## config.mk

```make
export PLATFORM = sky130hd
export DESIGN_NAME = gravador_embarcacoes
export DESIGN_NICKNAME = d
export VERILOG_FILES = /design/src/rtl/gravador_embarcacoes.sv
export SDC_FILE = /design/constraint.sdc
export NUM_CORES = 1
export LEC_CHECK = 0
export ABC_AREA = 1
export BUFFER_PORTS_ARGS = -buffer_cell sky130_fd_sc_hd__buf_2
export CORE_MARGIN = 10
export CORE_UTILIZATION = 46
export DETAILED_ROUTE_END_ITERATION = 6
export GPL_ROUTABILITY_DRIVEN = 1
export HOLD_SLACK_MARGIN = 0.05
export PLACE_DENSITY = 0.84
export SLEW_MARGIN = 10
export SYNTH_ARGS = -nofsm -noshare
export SYNTH_HDL_FRONTEND = slang
export SYNTH_SLANG_ARGS = --single-unit
```

## constraint.sdc

```tcl
create_clock -name clk -period 1.35 [get_ports clk]
set_clock_uncertainty 0.1 [all_clocks]
set_input_delay 0.27 -clock clk [delete_from_list [all_inputs] [get_ports clk]]
set_output_delay 0.27 -clock clk [all_outputs]
set_load 0.005 [all_outputs]
```

## src/rtl/gravador_embarcacoes.sv

```systemverilog
// gravador_embarcacoes
// Write side of the per-player ship-position memory. It stores one 8x8 ship
// bitmap per accepted request into the slot given by the ship index. On
// request it wipes all slots of one player. It also tracks which slots each
// player has filled since that player's last wipe.
//
// States:
//   state | meaning
//   IDLE  | waiting; clearReq wins over reqValid
//   WRITE | one-cycle write of the latched bitmap to the latched slot
//   CLEAR | eleven cycles of zero writes, one per slot, for the latched player
//
// Ports:
//   clk, resetGeral         clock, synchronous active-high reset
//   jogador                 target player (0 = one, 1 = two)
//   reqValid/reqReady       write request handshake
//   reqIndex, reqData       ship slot and bitmap
//   clearReq                level request to wipe the player's slots
//   memAddr, memData        registered memory write port
//   memWeJogadorUm/Dois     registered per-player write enables
//   busy                    not IDLE
//   errIndex                one-cycle pulse after an out-of-range index is accepted
//   placedMask, allPlaced   progress of the player currently on jogador
module gravador_embarcacoes #(
  parameter int NUM_EMBARCACOES = 11,
  parameter int DATA_W          = 64,
  parameter int ADDR_W          = 5
) (
  input  logic                       clk,
  input  logic                       resetGeral,
  input  logic                       jogador,
  input  logic                       reqValid,
  output logic                       reqReady,
  input  logic [3:0]                 reqIndex,
  input  logic [DATA_W-1:0]          reqData,
  input  logic                       clearReq,
  output logic [ADDR_W-1:0]          memAddr,
  output logic [DATA_W-1:0]          memData,
  output logic                       memWeJogadorUm,
  output logic                       memWeJogadorDois,
  output logic                       busy,
  output logic                       errIndex,
  output logic [NUM_EMBARCACOES-1:0] placedMask,
  output logic                       allPlaced
);

  localparam logic [3:0] LAST_IDX = 4'(NUM_EMBARCACOES - 1);

  typedef enum logic [1:0] {
    IDLE  = 2'd0,
    WRITE = 2'd1,
    CLEAR = 2'd2
  } state_t;

  state_t                     state;
  logic                       jog_l;
  logic [3:0]                 idx_l;
  logic [3:0]                 cnt;
  logic [NUM_EMBARCACOES-1:0] mask_um;
  logic [NUM_EMBARCACOES-1:0] mask_dois;

  assign reqReady   = (state == IDLE) && !clearReq;
  assign busy       = (state != IDLE);
  assign placedMask = jogador ? mask_dois : mask_um;
  assign allPlaced  = (placedMask == {NUM_EMBARCACOES{1'b1}});

  // The memory port is registered. The address, data and enable for a write
  // are loaded on the edge that enters WRITE or CLEAR, or that advances CLEAR.
  // The write is therefore visible during the state that performs it.
  always_ff @(posedge clk) begin
    if (resetGeral) begin
      state            <= IDLE;
      jog_l            <= 1'b0;
      idx_l            <= '0;
      cnt              <= '0;
      memAddr          <= '0;
      memData          <= '0;
      memWeJogadorUm   <= 1'b0;
      memWeJogadorDois <= 1'b0;
      errIndex         <= 1'b0;
      mask_um          <= '0;
      mask_dois        <= '0;
    end else begin
      errIndex <= 1'b0;
      case (state)
        IDLE: begin
          if (clearReq) begin
            jog_l            <= jogador;
            cnt              <= '0;
            memAddr          <= '0;
            memData          <= '0;
            memWeJogadorUm   <= !jogador;
            memWeJogadorDois <= jogador;
            state            <= CLEAR;
          end else if (reqValid) begin
            jog_l <= jogador;
            idx_l <= reqIndex;
            if (reqIndex <= LAST_IDX) begin
              memAddr          <= ADDR_W'(reqIndex);
              memData          <= reqData;
              memWeJogadorUm   <= !jogador;
              memWeJogadorDois <= jogador;
              state            <= WRITE;
            end else begin
              // The request is consumed without a write. The port keeps its
              // previous values.
              errIndex <= 1'b1;
            end
          end
        end
        WRITE: begin
          memWeJogadorUm   <= 1'b0;
          memWeJogadorDois <= 1'b0;
          if (jog_l) mask_dois[idx_l] <= 1'b1;
          else       mask_um[idx_l]   <= 1'b1;
          state <= IDLE;
        end
        CLEAR: begin
          if (cnt == LAST_IDX) begin
            memWeJogadorUm   <= 1'b0;
            memWeJogadorDois <= 1'b0;
            if (jog_l) mask_dois <= '0;
            else       mask_um   <= '0;
            state <= IDLE;
          end else begin
            cnt     <= cnt + 4'd1;
            memAddr <= ADDR_W'(cnt + 4'd1);
          end
        end
        default: begin
          memWeJogadorUm   <= 1'b0;
          memWeJogadorDois <= 1'b0;
          state            <= IDLE;
        end
      endcase
    end
  end

endmodule

```

# Yosys cells after proc, flatten, opt, wreduce, memory -nomap -nowiden
# Cells that the tools add are included.
word_totals:
  reg_bits: 105
  in_bits: 73
  out_inout_bits: 86
  word_cells: 92
op_classes:
  n_addsub: 2
  order_cmp: 3
  n_eq_ne: 13
  n_mux: 39
  bitwise: 5
  n_reduce_logical: 19
ops:
  columns: ["cell", "n"]
  rows:
  - ["64-bit two-way mux", 3]
  - ["11-bit two-way mux", 7]
  - ["11-bit case mux with 2 select lines", 2]
  - ["11-bit OR", 2]
  - ["5-bit two-way mux", 4]
  - ["2-bit != test (second input constant)", 7]
  - ["3-bit AND reduction", 4]
  - ["4-bit AND reduction", 3]
  - ["11-bit == test (second input constant)", 1]
  - ["1-bit two-way mux", 11]
  - ["5-bit case mux with 2 select lines", 1]
  - ["2-bit nonzero test", 5]
  - ["2-bit two-way mux", 4]
  - ["4-bit two-way mux", 2]
  - ["4-bit case mux with 2 select lines", 1]
  - ["4-bit by 1-bit adder with 5-bit output (second input constant)", 1]
  - ["4-bit by 5-bit less-than comparator with 1-bit output (second input constant)", 1]
  - ["4-bit by 1-bit adder with 4-bit output (second input constant)", 1]
  - ["1-bit demux with 4-bit select", 1]
  - ["4-bit == test (second input constant)", 1]
  - ["4-bit by 1-bit greater-or-equal comparator with 1-bit output (second input constant)", 1]
  - ["4-bit <= comparator (second input constant)", 1]
  - ["1-bit case mux with 2 select lines", 2]
  - ["2-bit case mux with 2 select lines", 1]
  - ["other kinds (10)", 14]

# Depth between registers and ports, before layout
logic_depth:
  ltp_word: 7
  ltp_mapped: 10
  mapped_depth_nobuf: 9

# Worst setup path before layout
# No wires, ideal clock.
synth_path:
  path_type: "flip-flop to flip-flop"
  startpoint: "register cnt[0]"
  endpoint: "register memWeJogadorDois"
  setup_ns: 0.115
  t_arrival_ns: 1.236
  t_required_ns: 1.135
  slack_ns: -0.101
  path_stages_with_launch: 9
  path_buffers: 2
  period_less_slack_ns: 1.451
  cell_sequence: "dfxtp_1 -> inv_1 -> ha_1 -> nand3_1 -> nand2_2 -> buf_6 -> buf_6 -> a21oi_1 -> nor2_1"
synth_via:
  elab_chain_len: 3
synth_rtl:
  columns: ["element", "line_no", "source"]
  rows:
  - ["from (decl)", "58", "logic [3:0] cnt;"]
  - ["from (signal assigned)", "126", "cnt <= cnt + 4'd1;"]
  - ["4-bit == test", "119", "if (cnt == LAST_IDX) begin"]
  - ["2-bit != test (no line)", null, null]
  - ["3-bit AND reduction (no line)", null, null]
  - ["to (signal assigned)", "93", "memWeJogadorDois <= jogador;"]
  - ["to (signal assigned)", "102", "memWeJogadorDois <= jogador;"]
  - ["to (decl)", "40", "output logic memWeJogadorDois,"]
# No other way between the ends.
# A chain may end at the register's enable or synchronous reset.

# Final worst setup path
layout_path:
  startpoint: "register state[1]"
  endpoint: "register memData[13]"
layout_via:
  elab_chain_len: 2
layout_rtl:
  columns: ["element", "line_no", "source"]
  rows:
  - ["from (decl)", "55", "state_t state;"]
  - ["from (signal assigned)", "72", "state <= IDLE;"]
  - ["from (signal assigned)", "94", "state <= CLEAR;"]
  - ["from (signal assigned)", "103", "state <= WRITE;"]
  - ["2-bit logical NOT", "85", "case (state)"]
  - ["3-bit AND reduction (no line)", null, null]
  - ["to (signal assigned)", "100", "memData <= reqData;"]
  - ["to (decl)", "38", "output logic [DATA_W-1:0] memData,"]
# No other way between the ends.

==> flow_metrics.tcl <==
set metrics [dict create \
    combinational_family_with_the_most_area_after_synthesis "simple AND/OR/NAND/NOR gates" \
    grt_first_pass_wirelength_um 25890 \
    clock_root_buffer "clkbuf_8" \
    setup_repair_after_global_routing_missed_its_margin "true" \
    place_congestion 0.8366 \
    timing.critical_path.slowest_stage_cell "dfxtp_4" \
    synth_top_area_cell "dfxtp_1" \
    worst_hold_path_type "in -> reg" \
    power-per-cell-area_mw_per_mm2 1130 \
    fp_rows 37 \
    critical_path.startpoint "state[1]" \
    num-nets-final 1007 \
    failed_checks "negative setup slack" \
    maxClockFrequency_mhz 570.6 \
    total_track_usage_pct 21.52 \
    drt_iter0_drc 353 \
    wirelength_um 19050 \
    synth_top_cells_by_count "nor2_1 (225), dfxtp_1 (105), inv_1 (105), o21ai_1 (60), nand2_1 (45)" \
    grt_max_degree 57 \
    postSynthCellCount 699 \
    worst_r2r_path_depth 11 \
    hpwlAfterDp_um 9943 \
    proportion_of_synthesized_chip_area_in_sequential_cells_pct 44.26 \
    cp_slowest_stage_delay_ns 0.38 \
    worst_ep_required_time_ns 1.54 \
    worst_slew_pin_slew_ns 0.3424 \
    routed_vias 5569 \
    setup_ws_ns -0.4025 \
    power.ir.vdd_worst_mv 0.7586 \
    final.min_clock_period_ns 1.752 \
    htree_levels 3 \
    worst_setup_hold_path_clk_slew_ns 0.11 \
    yosys_warnings 0 \
    grt_overflow_total 0 \
    clock_sinks 105 \
    finalCritPeriodShare_pct 129.8 \
    route.met2.wl_um 9899 \
    cts.hold.buffers_added 0 \
    path_common_cell "nor2_4" \
    timing.max_slew.rel_slack_pct 77.09 \
    critPathTopFamily "buffers and inverters" \
    synthesized_area_fraction_occupied_by_and_or_nand_nor_cells_pct 28.21 \
    timing.setup.tns_ns -26.16 \
    synth.top_cells.by_area "dfxtp_1 (44%), nor2_1 (18%), inv_1 (8.3%)" \
    final_layout_size_suffix_gt1_share_pct 53.21 \
    syn-mean-instance-area_um2 6.795 \
    outcome "finished, violations left" \
    synth_flop_cell "dfxtp_1" \
    cp_data_arrival_time_ns 1.95 \
    timing.max_cap.violations 0 \
    fillCellCount 627 \
    met1Wirelength_um 7011 \
    grt_antenna_before_repair 1 \
    synth_edf_count 0 \
    wire_per_inst_um 17.75 \
    crit_fanout 6 \
    buffer_ports.inserted 158 \
    cp-start-kind "register" \
    detail_route.drc_violations 0 \
    postSynthNetCount 774 \
    postSynth.asyncResetShare_pct 0 \
    area_growth_pct 67.91 \
    antenna_violating_nets_post_route 0 \
    i_o_pins 159 \
    ctsLongestPathBuffers 2 \
    routed.top_layer "met4" \
    placement.setup.worst_slack_ns -0.2566 \
    synthDistinctLibCells 24 \
    crit_path_cell_trace "nor2_4 > inv_4 > buf_6 > nor2_4 > nand2_4 > buf_8 > clkinv_8 > buf_12 > buf_16 > nor2_4 > nor2_1" \
    path_buf_inv 6 \
    synth-adder-area-share_pct 0.5269 \
    detail_route.vias_per_cell 5.190 \
    cts-buffers-inserted 9 \
    critPathKind "reg -> reg" \
    dr_wl_met3_um 1497 \
    worst_r2r_start "state[1]" \
    netlist_area_mm2 0.004750 \
    synth-xor-area-share_pct 0 \
    die_area_mm2 0.01479 \
    clk_latency_ns 0.38 \
    final-max-slew-violation-count 0 \
    fp.coreArea_mm2 0.01018 \
    start_util_pct 46.63 \
    min_from "reqData[20]" \
    grt_pass1_vias 5319 \
    synthDominantCellAreaShare_pct 44.26 \
    setup_viol 114 \
    crit_cells 11 \
    most_frequent_cell_after_synthesis "nor2_1" \
    synth-seq-cells 105 \
    power_leakage_nw 3.799 \
    synth-compound-area-share_pct 13.22 \
    drt_pass1_iterations 5 \
    cts_tree "done" \
    die_h_um 121.6 \
    synthMuxAreaShare_pct 0 \
    hold_violations 0 \
    min_path_cells 5 \
    die_width_um 121.6 \
    setup.worst_path.end_class "register" \
]
-- cells in the final DEF, fill, tap and decap left out, types with 3 or more instances in the layout --
cell type and count:
nand2_1 34, buf_6 27, dfxtp_1 81, buf_2 151, inv_1 89, buf_16 7, nor2_2 41, nand2_2 6
nand4_1 25, nand3_1 5, a21oi_2 26, inv_2 14, clkinv_4 3, o21ai_2 59, nand2_8 7, o21ai_1 22
buf_4 43, dfxtp_2 23, nand3_2 8, buf_12 19, clkbuf_8 9, nand2_4 4, buf_8 8, nor2_4 17
clkbuf_16 6, nor2_1 171, a21oi_1 8
-- cell families after synthesis --
| logic type | Yosys count |
|---|---|
| AND/OR/NAND/NOR | 321 |
| buffers and inverters | 148 |
| AO/OA/AOI/OAI | 123 |
| flip-flops | 105 |
| adder cells (fa/ha/maj) | 2 |
-- per-stage QoR --
step	instance area, um^2	utilization [%]	hold slack [ns]	power (mW)	std cells
2_1_floorplan	4765	-	0.2350	4.703	699
3_3_place_gp	5964	58.56	0.3347	5.446	1002
3_5_place_dp	5964	58.56	0.3398	5.484	1002
4_1_cts	7327	71.94	0.1012	8.356	1058
5_1_grt	7975	78.30	0.1333	9.382	1073
6_report	7975	78.30	0.1361	9.016	1073
-- sequential cells by signal, summed over array words and instances (netlist names) --
register,flops
memData,64
mask_dois,11
mask_um,11
memAddr,5
cnt,4
idx_l,4
state,2
errIndex,1
jog_l,1
memWeJogadorDois,1
memWeJogadorUm,1
-- power by group --
group	total (mW)	switching, mW	internal (mW)	leakage [nW]
registers	3.65	0.239	3.41	0.875
logic	3.30	1.68	1.62	2.82
clock network	2.07	1.19	0.879	0.102
total	9.02	3.10	5.91	3.80
-- area by class of cell --
type / count / area (um^2) / share of cell area (%)
antenna: 1 / 2.502 / 0.03138
inverter: 107 / 426.7 / 5.350
sequential: 105 / 2135 / 26.77
clock inverter: 6 / 76.32 / 0.9570
multi-input combinational: 447 / 2808 / 35.21
tap: 136 / 170.2 / 2.134
timing repair buffer: 262 / 2233 / 28.00
clock buffer: 9 / 123.9 / 1.553
-- worst min-delay path, cell delays in order --
cell	delay (ns)
buf_2	0.09
inv_1	0.04
nor2_1	0.04
o21ai_2	0.11
nor2_1	0.03
-- path summary, 6_finish.rpt --
check / end / slack [ns]
max reg2reg: memData[13] / -0.40
min reg2reg: mask_dois[9] / 0.35
max: memData[13] / -0.40
min: memData[20] / 0.14
-- per-layer routing --
layer / GRT usage (%) / vias up
met3: 6.984 / 52
met1: 23.16 / 2591
li1: - / 2638
met5: 0 / -
met2: 37.96 / 288
met4: 9.240 / 0
-- timing repair --
action,CTS,global route
hold endpoints to repair,0,0
gates resized for setup,188,149
pin swaps,59,72
buffers inserted,30,17
setup endpoints to repair,91,119
cloned,13,8
Note: power is estimated with default switching activity, not from simulation.
